==> src/rtl/lcd_pkg.sv <==
// Shared constants and types for the character-LCD refresh controller:
// HD44780 command bytes, DDRAM row base addresses and FSM/phase encodings.
package lcd_pkg;

  localparam logic [7:0] FUNC_SET_2L = 8'h38;
  localparam logic [7:0] FUNC_SET_1L = 8'h30;
  localparam logic [7:0] DISP_ON     = 8'h0C;
  localparam logic [7:0] ENTRY_INC   = 8'h06;
  localparam logic [7:0] CLEAR       = 8'h01;
  localparam logic [7:0] SET_DDRAM   = 8'h80;

  localparam logic [7:0] ROW_BASE [4] = '{8'h00, 8'h40, 8'h14, 8'h54};

  typedef enum logic [1:0] {PH_SETUP, PH_PULSE, PH_HOLD} phase_t;
  typedef enum logic [1:0] {ST_POWER, ST_INIT, ST_REFRESH, ST_IDLE} state_t;

  function automatic logic [7:0] row_addr_cmd(input logic [1:0] r);
    return SET_DDRAM | ROW_BASE[r];
  endfunction

  function automatic logic [7:0] init_cmd(input logic [1:0] idx, input logic one_line);
    case (idx)
      2'd0:    return one_line ? FUNC_SET_1L : FUNC_SET_2L;
      2'd1:    return DISP_ON;
      2'd2:    return ENTRY_INC;
      default: return CLEAR;
    endcase
  endfunction

  function automatic int max_of5(input int a, input int b, input int c, input int d, input int e);
    int m;
    m = a;
    if (b > m) m = b;
    if (c > m) m = c;
    if (d > m) m = d;
    if (e > m) m = e;
    return m;
  endfunction

endpackage

==> src/rtl/lcd_byte_writer.sv <==
// One LCD bus write: SETUP (EN low), PULSE (EN high), HOLD (EN low, long after CLEAR).
// RS/DATA are latched at start and stay constant until the next start.
module lcd_byte_writer
  import lcd_pkg::*;
#(
  parameter int CNT_W       = 17,
  parameter int T_SETUP_CYC = 2,
  parameter int T_EN_CYC    = 25,
  parameter int T_CMD_CYC   = 2500,
  parameter int T_CLEAR_CYC = 100000
) (
  input  logic       clock,
  input  logic       sync_rst,
  input  logic       start,
  input  logic       rs,
  input  logic [7:0] bus_byte,
  input  logic       long_wait,
  output logic       done,
  output logic       lcd_rs,
  output logic       lcd_en,
  output logic [7:0] lcd_data
);

  phase_t           phase;
  logic             busy;
  logic             long_r;
  logic [CNT_W-1:0] cnt;
  logic [CNT_W-1:0] hold_last;

  assign hold_last = long_r ? CNT_W'(T_CLEAR_CYC - 1) : CNT_W'(T_CMD_CYC - 1);
  // A start is accepted on the DONE cycle so back-to-back bytes have no gap.
  assign done      = busy && (phase == PH_HOLD) && (cnt == hold_last);

  always_ff @(posedge clock) begin
    if (sync_rst) begin
      busy     <= 1'b0;
      phase    <= PH_SETUP;
      cnt      <= '0;
      long_r   <= 1'b0;
      lcd_en   <= 1'b0;
      lcd_rs   <= 1'b0;
      lcd_data <= 8'h00;
    end else if (start && (!busy || done)) begin
      busy     <= 1'b1;
      phase    <= PH_SETUP;
      cnt      <= '0;
      long_r   <= long_wait;
      lcd_en   <= 1'b0;
      lcd_rs   <= rs;
      lcd_data <= bus_byte;
    end else if (busy) begin
      case (phase)
        PH_SETUP: begin
          if (cnt == CNT_W'(T_SETUP_CYC - 1)) begin
            phase  <= PH_PULSE;
            cnt    <= '0;
            lcd_en <= 1'b1;
          end else begin
            cnt <= cnt + CNT_W'(1);
          end
        end
        PH_PULSE: begin
          if (cnt == CNT_W'(T_EN_CYC - 1)) begin
            phase  <= PH_HOLD;
            cnt    <= '0;
            lcd_en <= 1'b0;
          end else begin
            cnt <= cnt + CNT_W'(1);
          end
        end
        PH_HOLD: begin
          if (cnt == hold_last) begin
            busy <= 1'b0;
            cnt  <= '0;
          end else begin
            cnt <= cnt + CNT_W'(1);
          end
        end
        default: phase <= PH_SETUP;
      endcase
    end
  end

endmodule

==> src/rtl/lcd_refresh_ctrl.sv <==
// HD44780-class LCD controller: power-on wait, init commands, then full-frame
// refreshes on a REQ/READY handshake with a one-deep pending request.
module lcd_refresh_ctrl
  import lcd_pkg::*;
#(
  parameter int ROWS        = 2,
  parameter int COLS        = 16,
  parameter int T_POWER_CYC = 750000,
  parameter int T_SETUP_CYC = 2,
  parameter int T_EN_CYC    = 25,
  parameter int T_CMD_CYC   = 2500,
  parameter int T_CLEAR_CYC = 100000
) (
  input  logic                   clock,
  input  logic                   sync_rst,
  input  logic [ROWS*COLS*8-1:0] data,
  input  logic                   req,
  output logic                   ready,
  output logic                   lcd_rs,
  output logic                   lcd_rw,
  output logic                   lcd_en,
  output logic [7:0]             lcd_data
);

  localparam int FRAME_W = ROWS * COLS * 8;
  localparam int CNT_W   = $clog2(max_of5(T_POWER_CYC, T_SETUP_CYC, T_EN_CYC,
                                          T_CMD_CYC, T_CLEAR_CYC) + 1);
  localparam int RW      = $clog2(ROWS) + 1;
  localparam int CW      = $clog2(COLS) + 1;
  localparam logic [RW-1:0]    ROW_LAST = RW'(ROWS - 1);
  localparam logic [CW-1:0]    COL_LAST = CW'(COLS - 1);
  localparam logic [CNT_W-1:0] PW_LAST  = CNT_W'(T_POWER_CYC - 1);
  localparam logic             ONE_LINE = (ROWS == 1);

  if (!(ROWS == 1 || ROWS == 2 || ROWS == 4)) begin : g_rows_illegal
    $error("lcd_refresh_ctrl: ROWS must be 1, 2 or 4");
  end
  if (COLS < 1 || COLS > 40) begin : g_cols_illegal
    $error("lcd_refresh_ctrl: COLS must be 1..40");
  end

  state_t           state;
  logic [CNT_W-1:0] pw_cnt;
  logic [1:0]       init_idx;
  logic [RW-1:0]    row;
  logic [CW-1:0]    col;
  logic             in_addr;
  logic             pending;
  logic [FRAME_W-1:0] snap;

  logic       wr_start;
  logic       wr_rs;
  logic [7:0] wr_byte;
  logic       wr_long;
  logic       wr_done;
  logic       snap_load;

  function automatic logic [7:0] snap_char(input int r, input int c);
    logic [FRAME_W-1:0] t;
    t = snap << (8 * (r * COLS + c));
    return t[FRAME_W-1 -: 8];
  endfunction

  // Next byte is chosen in the cycle the previous one finishes, so writes run back to back.
  always_comb begin
    wr_start  = 1'b0;
    wr_rs     = 1'b0;
    wr_byte   = 8'h00;
    snap_load = 1'b0;
    case (state)
      ST_POWER: begin
        if (pw_cnt == PW_LAST) begin
          wr_start = 1'b1;
          wr_byte  = init_cmd(2'd0, ONE_LINE);
        end
      end
      ST_INIT: begin
        if (wr_done) begin
          wr_start = 1'b1;
          if (init_idx == 2'd3) begin
            wr_byte   = row_addr_cmd(2'd0);
            snap_load = 1'b1;
          end else begin
            wr_byte = init_cmd(init_idx + 2'd1, ONE_LINE);
          end
        end
      end
      ST_REFRESH: begin
        if (wr_done) begin
          if (in_addr) begin
            wr_start = 1'b1;
            wr_rs    = 1'b1;
            wr_byte  = snap_char(int'(row), 0);
          end else if (col != COL_LAST) begin
            wr_start = 1'b1;
            wr_rs    = 1'b1;
            wr_byte  = snap_char(int'(row), int'(col) + 1);
          end else if (row != ROW_LAST) begin
            wr_start = 1'b1;
            wr_byte  = row_addr_cmd(2'(row + RW'(1)));
          end else if (pending || req) begin
            wr_start  = 1'b1;
            wr_byte   = row_addr_cmd(2'd0);
            snap_load = 1'b1;
          end
        end
      end
      ST_IDLE: begin
        if (req) begin
          wr_start  = 1'b1;
          wr_byte   = row_addr_cmd(2'd0);
          snap_load = 1'b1;
        end
      end
      default: ;
    endcase
  end

  assign wr_long = !wr_rs && (wr_byte == CLEAR);
  assign lcd_rw  = 1'b0;

  always_ff @(posedge clock) begin
    if (sync_rst) begin
      state    <= ST_POWER;
      pw_cnt   <= '0;
      init_idx <= 2'd0;
      row      <= '0;
      col      <= '0;
      in_addr  <= 1'b0;
      pending  <= 1'b0;
      ready    <= 1'b0;
    end else begin
      if (req && state != ST_IDLE) pending <= 1'b1;
      case (state)
        ST_POWER: begin
          if (wr_start) state <= ST_INIT;
          else          pw_cnt <= pw_cnt + CNT_W'(1);
        end
        ST_INIT: begin
          if (wr_done) begin
            if (init_idx == 2'd3) begin
              state   <= ST_REFRESH;
              row     <= '0;
              col     <= '0;
              in_addr <= 1'b1;
            end else begin
              init_idx <= init_idx + 2'd1;
            end
          end
        end
        ST_REFRESH: begin
          if (wr_done) begin
            if (in_addr) begin
              in_addr <= 1'b0;
              col     <= '0;
            end else if (col != COL_LAST) begin
              col <= col + CW'(1);
            end else if (row != ROW_LAST) begin
              row     <= row + RW'(1);
              col     <= '0;
              in_addr <= 1'b1;
            end else begin
              // Frame end: a pending or simultaneous request chains straight into a new frame.
              row     <= '0;
              col     <= '0;
              pending <= 1'b0;
              if (pending || req) begin
                in_addr <= 1'b1;
              end else begin
                state <= ST_IDLE;
                ready <= 1'b1;
              end
            end
          end
        end
        ST_IDLE: begin
          if (req) begin
            state   <= ST_REFRESH;
            ready   <= 1'b0;
            row     <= '0;
            col     <= '0;
            in_addr <= 1'b1;
          end
        end
        default: state <= ST_POWER;
      endcase
    end
  end

  always_ff @(posedge clock) begin
    if (snap_load) snap <= data;
  end

  lcd_byte_writer #(
    .CNT_W      (CNT_W),
    .T_SETUP_CYC(T_SETUP_CYC),
    .T_EN_CYC   (T_EN_CYC),
    .T_CMD_CYC  (T_CMD_CYC),
    .T_CLEAR_CYC(T_CLEAR_CYC)
  ) u_writer (
    .clock    (clock),
    .sync_rst (sync_rst),
    .start    (wr_start),
    .rs       (wr_rs),
    .bus_byte (wr_byte),
    .long_wait(wr_long),
    .done     (wr_done),
    .lcd_rs   (lcd_rs),
    .lcd_en   (lcd_en),
    .lcd_data (lcd_data)
  );

endmodule
==> config.mk <==
export PLATFORM = sky130hd
export DESIGN_NAME = lcd_refresh_ctrl
export DESIGN_NICKNAME = d
export VERILOG_FILES = /design/src/rtl/lcd_pkg.sv /design/src/rtl/lcd_byte_writer.sv /design/src/rtl/lcd_refresh_ctrl.sv
export SDC_FILE = /design/constraint.sdc
export NUM_CORES = 1
export LEC_CHECK = 0
export BUFFER_PORTS_ARGS = -buffer_cell sky130_fd_sc_hd__buf_2
export CELL_PAD_IN_SITES_DETAIL_PLACEMENT = 1
export CELL_PAD_IN_SITES_GLOBAL_PLACEMENT = 2
export CORE_ASPECT_RATIO = 1.25
export CORE_UTILIZATION = 35
export CTS_CLUSTER_DIAMETER = 150
export DETAILED_ROUTE_END_ITERATION = 16
export GPL_TIMING_DRIVEN = 0
export PLACE_DENSITY_LB_ADDON = 0.3
export SYNTH_ARGS = -nofsm -noshare
export SYNTH_HDL_FRONTEND = slang
export SYNTH_HIERARCHICAL = 1
export SYNTH_SLANG_ARGS = --single-unit
==> constraint.sdc <==
create_clock -name clock -period 13.78 [get_ports clock]
set_input_delay 0 -clock clock [delete_from_list [all_inputs] [get_ports clock]]
set_output_delay 0 -clock clock [all_outputs]
set_load 0.01 [all_outputs]
==> metrics.md <==
| Metric | Value |
|---|---|
| Post-route ant nets | `0` |
| Layout cell share with drive strength beyond 1 | `0.272` |
| Worst Path Max Fanout | `10` |
| Launch point of the worst path | `u_writer/cnt[15]` |
| Synth Instances | `987` |
| Worst vdd ir | `0.000130 V` |
| Post-route insts no fill | `2088` |
| GPL Wtd Cong | `0.835` |
| Max Transition Viols Final | `0` |
| Vias in the first global route | `12.2k` |
| Detailed Routing Iterations Pass 1 | `4` |
| Path category of the worst min-delay check | `in2reg` |
| Status | `complete, no violations` |
| CP arrival | `5650 ps` |
| Worst setup SP type | `flip-flop` |
| Worst EP required | `14160 ps` |
| Initial antenna violation count | `3` |
| Clk Latency, worst-skew pair | `530 ps` |
| Clk slew on worst S/H paths | `70 ps` |
| Tmin final | `5270 ps` |
| Die height | `226 um` |
| All-Layer GR Usage | `0.247` |
| P_leak | `7.13 nW` |
| Clock buffer depth | `3` |
| Area of the multi-input gates | `4680 sq um` |
| YS warnings | `6` |
| Fin Clk Skew | `26.7 ps` |
| Avg WL per Cell | `24.2 um` |
| Pwr/cell area | `117 nW/um^2` |
| Largest net degree at the start of global routing | `33` |
| Final Hold Viols | `0` |
| Postcts setup bufs | `0` |
| First-pass GRT wire length | `74.5 mm` |
| Syn Nets | `1265` |
| Synth-to-Final Area Change | `42.6%` |
| Clk root buf | `clkbuf_16` |
| CTS buffer count | `36` |
| Initial drt markers | `469` |
| Die width | `182 um` |
| Final Cell Area | `20100 sq um` |
| RSZ-0062 raised after global routing | `no` |
| Placed cell count | `1764` |
| Hold buffers post-CTS | `258` |
| Ys flop type | `edfxtp_1` |
| Final setup fails | `0` |
| DR DRC count | `0` |
| Final period util | `0.383` |
| R2r startpoint | `u_writer/cnt[15]` |
| Post-CTS sizing | `0` |
| Max Cap Viol | `0` |
| Setup TNS | `0 ps` |
| Total die area | `41100 sq um` |
| Initial Util | `0.358` |
| Worst-Margin Slew | `1230 ps` |
| H-tree levels | `2` |
| Seq cells post-synth | `324` |
| Ys async rst share | `0` |
| WL final | `50.5 mm` |
| CP Capture Type | `flip-flop` |
| Syn Std Cell Area | `14100 sq um` |
| Total gr overflow | `0` |
| HP Start | `data[15]` |
| Netlist cell types | `65` |
| CTS tree | `built` |
| Seq/Total Area, Yosys | `0.642` |
| Number of flops mapped to enable cells by yosys | `256` |
| FILL cells | `4000` |
| Cell area after placement | `16300 sq um` |
| Sink Count | `324` |
| Sequential cell area | `9050 sq um` |
| Total vias in the final route | `10.9k` |
| Rows | `81` |
| DP HPWL | `31.9 mm` |
| F_max | `190 MHz` |
| Final net count | `1840` |
| # port buffers | `269` |
| Avg Cell Area, Syn | `14.3 sq um` |
| CP Class | `reg2reg` |
| Via density | `5.20` |
| Slew headroom | `0.172` |
| I/O pin count | `271` |
| Core Box Area | `39400 sq um` |
## worst max-delay path, stage by stage (launching register included)
cell and delay, ps:
dfxtp_1 310, buf_6 130, or4_4 550, nor4bb_1 270
a32oi_1 100, nor4_1 1000, nand2_1 390, inv_1 280
a221oi_1 100, o21ai_0 420, inv_1 160, o41ai_2 770
clkbuf_1 530, nor2_1 100
## final timing paths
check                           end  slack [ps]  cells past startpoint
setup / recovery  u_writer/phase[0]        8510                     13
hold / removal             snap[15]         180                      2
setup reg to reg  u_writer/phase[0]        8510                     13
hold reg to reg               ready         480                      2
## routing by layer
metal / global-route usage / wire length, um / vias up
met4: 0.119 / 2330 / 0
met5: 0 / 0 / -
met1: 0.264 / 18600 / 5436
met3: 0.0413 / 2190 / 109
met2: 0.469 / 27400 / 334
li1: - / - / 4982
## registers in the layout (all words and copies together), names as in the netlist
signal,count
u_writer/lcd_data,8
pw_cnt,20
snap,256
u_writer/phase,2
init_idx,2
pending,1
u_writer/lcd_rs,1
u_writer/cnt,20
row,2
u_writer/lcd_en,1
u_writer/long_r,1
state,2
ready,1
col,5
u_writer/busy,1
in_addr,1
## cells by family (layout without fill, tap and decap cells)
| family | count (synthesis) | count (layout) | synth area share |
|---|---|---|---|
| mux | 90 | 90 | 0.125 |
| compound gates | 119 | 119 | 0.0564 |
| flops | 324 | 324 | 0.642 |
| simple gates | 323 | 323 | 0.116 |
| xor+xnor | 27 | 27 | 0.0173 |
| other cells | 1 | 4 | 0.000266 |
| fa+ha+maj | 19 | 19 | 0.0169 |
| buf+inv | 84 | 684 | 0.0267 |
## report_power, final
part | internal (W) | switching [W]
registers | 0.00107 | 0.00000923
clock network | 0.000587 | 0.000419
logic | 0.000139 | 0.000127
## through the flow
step | util | worst slack [ps] | hold WS, ps | total power (W)
after floorplan | - | 4320 | 69.1 | 0.00121
after global placement | 0.408 | 1170 | 177 | 0.00129
after detailed placement | 0.414 | 8290 | 178 | 0.00129
after CTS | 0.510 | 8280 | 156 | 0.00234
after global routing | 0.510 | 7940 | 169 | 0.00241
final | 0.510 | 8510 | 180 | 0.00235
## cell usage after synthesis (all sizes together) (6+ instances only)
| library cell | instances | share of area |
|---|---|---|
| a21oi | 34 | 0.012 |
| a31oi | 19 | 0.0084 |
| and2 | 8 | 0.0036 |
| buf | 29 | 0.012 |
| clkbuf | 32 | 0.0085 |
| dfxtp | 68 | 0.097 |
| edfxtp | 256 | 0.55 |
| ha | 19 | 0.017 |
| inv | 23 | 0.0061 |
| mux2i | 23 | 0.016 |
| mux4 | 67 | 0.11 |
| nand2 | 102 | 0.027 |
| nand2b | 9 | 0.0045 |
| nand3 | 37 | 0.013 |
| nand4 | 36 | 0.016 |
| nor2 | 58 | 0.015 |
| nor3 | 29 | 0.011 |
| nor3b | 6 | 0.0032 |
| nor4 | 8 | 0.0036 |
| o2111ai | 6 | 0.0037 |
| o211ai | 9 | 0.0048 |
| o21ai | 18 | 0.0064 |
| xnor2 | 10 | 0.0062 |
| xor2 | 17 | 0.011 |
## layout make-up
cell class                 instances  area share
buffer                            61      0.0144
clock buffer                      48      0.0496
inverter                          23     0.00430
tap                              498      0.0310
clock inverter                    15     0.00984
sequential                       324       0.450
multi-input combinational        579       0.233
timing repair buffer             537       0.207
antenna                            3    0.000374
## cells in the final DEF (no fill, tap or decap), types with 8 or more instances in the layout
cell type and instances:
buf_2 288, dlygate4sd3_1 258, edfxtp_1 256, nand2_1 102, dfxtp_1 68, mux4_2 61
nor2_1 58, clkbuf_1 39, nand3_1 37, nand4_1 36, clkbuf_16 36, a21oi_1 33
nor3_1 28, inv_1 23, mux2i_1 23, a31oi_1 19, ha_1 19, o21ai_0 17
xor2_1 16, xnor2_1 10, o211ai_1 9, nand2b_1 8, nor4_1 8
(Power assumes the default switching activity.)
